$ cat config.mk
export PLATFORM = sky130hd
export DESIGN_NAME = jk_cmd_seq
export DESIGN_NICKNAME = d
export VERILOG_FILES = /design/src/rtl/jk_cmd_seq.sv
export SDC_FILE = /design/constraint.sdc
export NUM_CORES = 1
export LEC_CHECK = 0
export ABC_AREA = 1
export BUFFER_PORTS_ARGS = -buffer_cell sky130_fd_sc_hd__buf_2
export CAP_MARGIN = 20
export CORE_ASPECT_RATIO = 1.4
export CORE_MARGIN = 8
export CORE_UTILIZATION = 64
export CTS_BUF_LIST = sky130_fd_sc_hd__clkbuf_8
export CTS_CLUSTER_SIZE = 10
export DETAILED_ROUTE_END_ITERATION = 12
export PLACE_DENSITY = 0.86
export SYNTH_ARGS = -nofsm -noshare
export SYNTH_HDL_FRONTEND = slang
export SYNTH_SLANG_ARGS = --single-unit
$ cat constraint.sdc
create_clock -name clk -period 5.4 [get_ports clk]
set_input_delay 1.08 -clock clk [delete_from_list [all_inputs] [get_ports clk]]
set_output_delay 1.08 -clock clk [all_outputs]
set_load 0.1 [all_outputs]
$ cat src/rtl/jk_cmd_seq.sv
// Command sequencer feeding a JK flip-flop: queues {op, cnt} commands, replays
// each op on jk for cnt cycles and tracks the flip-flop's expected q.
module jk_cmd_seq #(
    parameter int DEPTH = 4,
    parameter int CNT_W = 4
) (
    input  logic             clk,
    input  logic             rst,
    input  logic             cmd_valid,
    output logic             cmd_ready,
    input  logic [1:0]       cmd_op,
    input  logic [CNT_W-1:0] cmd_cnt,
    output logic [1:0]       jk,
    output logic             busy,
    output logic             done,
    output logic             q_model
);
    localparam int PTR_W = $clog2(DEPTH);
    localparam int OCC_W = $clog2(DEPTH + 1);
    localparam logic [OCC_W-1:0] OCC_ONE  = OCC_W'(1);
    localparam logic [OCC_W-1:0] OCC_FULL = OCC_W'(DEPTH);
    localparam logic [PTR_W-1:0] PTR_ONE  = PTR_W'(1);
    localparam logic [CNT_W-1:0] CNT_ONE  = CNT_W'(1);

    typedef enum logic {ST_IDLE, ST_DRIVE} state_t;

    logic [CNT_W+1:0] mem_q [DEPTH];
    logic [CNT_W+1:0] mem_d [DEPTH];
    logic [PTR_W-1:0] wr_ptr_q, wr_ptr_d;
    logic [PTR_W-1:0] rd_ptr_q, rd_ptr_d;
    logic [OCC_W-1:0] occ_q, occ_d;
    state_t           state_q, state_d;
    logic [CNT_W-1:0] rem_q, rem_d;
    logic [1:0]       jk_q, jk_d;
    logic             q_model_q, q_model_d;

    logic             full, empty, push, pop;
    logic [CNT_W+1:0] head;
    logic [1:0]       head_op;
    logic [CNT_W-1:0] head_cnt;

    always_comb begin
        full      = (occ_q == OCC_FULL);
        empty     = (occ_q == '0);
        cmd_ready = !full && !rst;
        push      = cmd_valid && cmd_ready;
        head      = mem_q[rd_ptr_q];
        head_op   = head[CNT_W+1:CNT_W];
        head_cnt  = head[CNT_W-1:0];
        // The head is consumed whenever nothing is being driven or the current
        // command is on its last cycle, which gives back-to-back replay.
        pop       = !empty && ((state_q == ST_IDLE) || (rem_q == '0));

        mem_d = mem_q;
        if (push) begin
            mem_d[wr_ptr_q] = {cmd_op, cmd_cnt};
        end
        wr_ptr_d = push ? (wr_ptr_q + PTR_ONE) : wr_ptr_q;
        rd_ptr_d = pop  ? (rd_ptr_q + PTR_ONE) : rd_ptr_q;

        occ_d = occ_q;
        case ({push, pop})
            2'b10:   occ_d = occ_q + OCC_ONE;
            2'b01:   occ_d = occ_q - OCC_ONE;
            default: occ_d = occ_q;
        endcase

        state_d = state_q;
        rem_d   = rem_q;
        jk_d    = jk_q;
        if ((state_q == ST_DRIVE) && (rem_q != '0)) begin
            rem_d = rem_q - CNT_ONE;
        end else if (pop && (head_cnt != '0)) begin
            state_d = ST_DRIVE;
            jk_d    = head_op;
            rem_d   = head_cnt - CNT_ONE;
        end else begin
            // Finished with nothing queued, or a zero-count entry discarded.
            state_d = ST_IDLE;
            jk_d    = 2'b00;
        end

        case (jk_q)
            2'b01:   q_model_d = 1'b0;
            2'b10:   q_model_d = 1'b1;
            2'b11:   q_model_d = ~q_model_q;
            default: q_model_d = q_model_q;
        endcase

        done    = (state_q == ST_DRIVE) && (rem_q == '0);
        busy    = (state_q == ST_DRIVE) || !empty;
        jk      = jk_q;
        q_model = q_model_q;
    end

    always_ff @(posedge clk) begin
        mem_q <= mem_d;
        if (rst) begin
            wr_ptr_q  <= '0;
            rd_ptr_q  <= '0;
            occ_q     <= '0;
            state_q   <= ST_IDLE;
            rem_q     <= '0;
            jk_q      <= 2'b00;
            q_model_q <= 1'b0;
        end else begin
            wr_ptr_q  <= wr_ptr_d;
            rd_ptr_q  <= rd_ptr_d;
            occ_q     <= occ_d;
            state_q   <= state_d;
            rem_q     <= rem_d;
            jk_q      <= jk_d;
            q_model_q <= q_model_d;
        end
    end
endmodule

# Yosys cells after proc, flatten, opt, wreduce, memory -nomap -nowiden
# Cells that the tools add are included.
word_totals:
  regBits: 39
  inputBits: 9
classes:
  order_cmp: 3
  add_sub_neg: 6
  eq_ne: 6
  reduce_logical: 19
  bitwise: 4
  n_mux: 12
op_table:
  columns: ["cell", "n"]
  rows:
  - ["bitwise mux 24 bit", 1]
  - ["two-way mux 6 bit", 3]
  - ["binary-select mux 6 bit (select 2 bit)", 1]
  - ["demux 6 bit (select 2 bit)", 1]
  - ["two-way mux 4 bit", 2]
  - ["nonzero test 4 bit", 2]
  - ["subtractor 4 x 1 -> 4 bit (second input constant)", 2]
  - ["logical AND 1 bit", 7]
  - ["== test 2 bit (second input constant)", 3]
  - ["greater-or-equal comparator 3 bit (second input constant)", 2]
  - ["inverter 2 -> 3 bit", 2]
  - ["one-hot mux 3 bit (2 select lines)", 1]
  - ["adder 2 x 1 -> 2 bit (second input constant)", 2]
  - ["== test 2 x 1 -> 1 bit (second input constant)", 2]
  - ["zero test 4 bit", 1]
  - ["nonzero test 2 bit", 2]
  - ["adder 3 x 1 -> 3 bit (second input constant)", 1]
  - ["== test 3 bit (second input constant)", 1]
  - ["zero test 1 bit", 3]
  - ["zero test 3 bit", 1]
  - ["less-than comparator 3 x 1 -> 1 bit (second input constant)", 1]
  - ["one-hot mux 1 bit (3 select lines)", 1]
  - ["nonzero test 3 bit", 1]
  - ["subtractor 3 x 1 -> 3 bit (second input constant)", 1]
  - ["other kinds (4)", 6]

# Longest topological paths before layout
depth:
  ltp_word: 8
  ltp_mapped: 12

# Least setup slack after synthesis
# Ideal clock, no wire load.
synth_path:
  path_kind: "input -> register"
  start: "input port rst"
  end: "register occ_q[1]"
  t_arrival_ps: 4091
  stages: 8
  setup_slack_ps: 1245
  path_cell_list: "a21oi_1 > nand2_1 > ha_1 > inv_1 > fa_1 > nor2_1 > a21oi_1 > nor2_1"
synth_via:
  elab_chain_len: 5
  elab_cells_between_ends: 7
synth_lines:
  columns: ["item", "line_no", "source"]
  rows:
  - ["start: declaration", "8", "input logic rst,"]
  - ["zero test 1 bit", "45", "cmd_ready = !full && !rst;"]
  - ["logical AND 1 bit", "45", null]
  - ["logical AND 1 bit", "46", "push = cmd_valid && cmd_ready;"]
  - ["== test 2 x 1 -> 1 bit / == test 2 bit (equally long branches)", "62", "case ({push, pop})"]
  - ["one-hot mux 3 bit (2 select lines) / nonzero test 2 bit (equally long branches)", null, null]
  - ["end signal: assignment", "101", "occ_q <= '0;"]
  - ["end signal: assignment", "109", "occ_q <= occ_d;"]
  - ["end: declaration", "31", "logic [OCC_W-1:0] occ_q, occ_d;"]
# Parallel ways exist; a longest one is shown, timed or not.
# A chain may end at the register's enable or synchronous reset.

# Worst setup path in the final report
layout_path:
  start: "input port rst"
  end: "output port cmd_ready"
layout_via:
  elab_chain_len: 2
layout_lines:
  columns: ["item", "line_no", "source"]
  rows:
  - ["zero test 1 bit", "45", null]
  - ["logical AND 1 bit", "45", null]
  - ["end: declaration", "10", "output logic cmd_ready,"]
# No other way between the ends.

==> impl_metrics.ini <==
[route]
drt-initial-drc-count = 58
wl_per_cell_um = 13.4
avgViaCountPerCell = 5.36
route.detailed.drc = 0
final_antenna_net_count = 0
drtPass1Iterations = 4
num_vias = 1307
wl_mm = 3.26

[cells_and_area]
final_area_um2 = 1990
nets = 223
num_antenna_cells = 0
area_growth_syn_to_layout_pct = 11.8
final_cell_mix = nand2_1 (43), edfxtp_1 (24), nor2_1 (21)
mostFrequentLayoutCell = nand2_1
drive_above_1_share_pct = 17.8

[synthesis]
syn_inst = 189
synth-seq-cells = 39
synth_top_area_share_pct = 40.5
netlist_area_um2 = 1780
synth_cell_types = 22
yosysWarnings = 0
syn_nets = 205
avgSynthCellArea_um2 = 9.42
ys_seq_area_share_pct = 57.3
yosys.area.top_type = edfxtp_1
synth.area.top_cells = edfxtp_1 (40%), dfxtp_1 (17%), nand2_1 (9.1%)

[clock_network]
clk_latency_ns = 0.29
post_cts_buffers = 0
cts_tree = done
ctsResizeCount = 0
cts_max_path_buffers = 2
numCtsBuffers = 5
clkTransAtPathRegs_ns = 0.07
cts-root-buf = clkbuf_8
cts-htree-levels = 2
hold_buffers = 0
cts.sinks = 39

[floorplan]
rows = 22
dieArea_um2 = 4750
die_w_um = 60.6
start_util_pct = 67.4
io_pins = 15
core-area_um2 = 2640
die_h_um = 78.4

[pwr]
vdd_ir_drop_max_uv = 451
power_density_nw_per_um2 = 597
finalPower_mw = 1.19
leakage_nw = 0.840

[global_routing]
grt_max_degree = 15
grt_use_total_pct = 16.1
grt-ovfl-total = 0
first_global_vias = 1392
antenna_found_initial = 0
grt_pass1_wl_mm = 5.70

[sta]
period_minus_slack_ns = 2.90
fin_tns_setup_ns = 0
fmax_mhz = 345
final_hold_viol_count = 0
timing.final.ws_setup_ns = 2.50
finalMaxSlewViolations = 0
setup_viol = 0
rsz0062_at_grt = false
post-route-period-util_pct = 53.7
skew_ns = 0.00871
slew_headroom_pct = 59.7
holdWs_ns = 0.481
worst_slew_pin_slew_ns = 0.602

[worst_hold_path]
hold_path_end = q_model$_SDFFE_PP0P_
hp-class = reg -> reg
hp-start = q_model$_SDFFE_PP0P_
holdPathStages = 1

[critical_path]
path_buf_inv = 2
rrSetupSlack_ns = 3.13
rr_worst_depth = 12
critical_path.top_delay_family = buffers and inverters
crit_type = in -> out
startpoint = rst
r2r-start = rem_q[1]$_SDFFE_PP0P_
setup.worst_path.start_class = primary input
arrival_ns = 1.82
endpoint_kind = output port
path_common_cell = buf_2
crit_fanout = 6
crit_chain = buf_2, a21oi_1, buf_2
slowest_delay_ns = 0.45
slowest_stage = buf_2
worst_ep_required_time_ns = 4.32
worstReg2RegEnd = occ_q[2]$_SDFFE_PP0P_

[run]
maxCapViolCount = 0

[placed_design]
dpl.hpwl_mm = 2.45
dp_worst_setup_slack_ns = 2.50
placed_area_um2 = 1870
gp_congestion = 0.821
port_buffers = 14

[outcome]
run_status = completed
-- layout make-up --
type,instances,area [um2]
flip-flops and latches,39,1020
fillers,203,652
multi-input cells,124,651
inverters,23,86.3
clock buffers,6,82.6
repair buffers,14,70.1
well taps,36,45.0
clock inverters,2,35.0
-- Yosys cell counts --
cell type and count:
nand2_1 43, edfxtp_1 24, nor2_1 21, inv_1 19
dfxtp_1 15, nand3_1 15, a21oi_1 12, o21ai_0 11
ha_1 6, nand2_2 5, inv_2 4, nor2_4 3
o22ai_1 2, buf_4 1, buf_6 1, clkbuf_1 1
fa_1 1, nand2_4 1, nor2_2 1, o21ai_1 1
o21ai_4 1, xnor2_1 1
-- state kept, by name (all words and copies together), names as in the netlist --
| name | count |
|---|---|
| mem_q | 24 |
| rem_q | 4 |
| occ_q | 3 |
| jk | 2 |
| rd_ptr_q | 2 |
| wr_ptr_q | 2 |
| q_model | 1 |
| state_q | 1 |
-- worst register-to-register path, cell delays in order (launching register included) --
cell and delay, ns:
dfxtp_1 0.33, nor2_1 0.12, nand2_1 0.09, nand2_2 0.18, nand2_2 0.12, inv_2 0.11, ha_1 0.15, inv_1 0.07
fa_1 0.38, a21oi_1 0.14, o21ai_0 0.14, o21ai_0 0.24, a21oi_1 0.08
-- cells by family (layout without fill, tap and decap cells) --
family,after synthesis,count (layout),share of synthesized area [%]
simple gates,89,89,22.3
xor+xnor,1,1,0.492
fa+ha+maj,7,7,5.34
flops,39,39,57.3
compound gates,27,27,8.36
buf+inv,26,45,6.11
-- stage by stage --
stage | std cells | utilization [%]
2_1_floorplan | 189 | -
3_3_place_gp | 236 | 70.9
3_5_place_dp | 236 | 70.9
4_1_cts | 244 | 75.3
5_1_grt | 244 | 75.3
6_report | 244 | 75.3
-- report_power, final --
part           total, mW  leakage (nW)  switching (mW)  internal (mW)
Sequential         0.403         0.342          0.0407          0.362
Clock              0.243        0.0612          0.0941          0.149
Combinational      0.542         0.437           0.389          0.152
-- per-layer routing --
| metal | up-vias | share of wire [%] | track usage, % | routed length (um) |
|---|---|---|---|---|
| li1 | 649 | - | - | - |
| met1 | 609 | 36 | 15.7 | 1190 |
| met2 | 36 | 55 | 27.6 | 1780 |
| met3 | 13 | 4.9 | 4.73 | 161 |
| met4 | 0 | 4.0 | 11.0 | 129 |
| met5 | - | 0 | 0 | 0 |
-- how the worst max path moves through the flow --
stage,endpoint,slack [ns],cells after the start
floorplan,occ_q[1]$_SDFFE_PP0P_,1.25,8
global placement,cmd_ready,2.50,3
detailed placement,cmd_ready,2.50,3
CTS,cmd_ready,2.50,3
global route,cmd_ready,2.46,3
finish,cmd_ready,2.50,3
(Power assumes the default switching activity.)
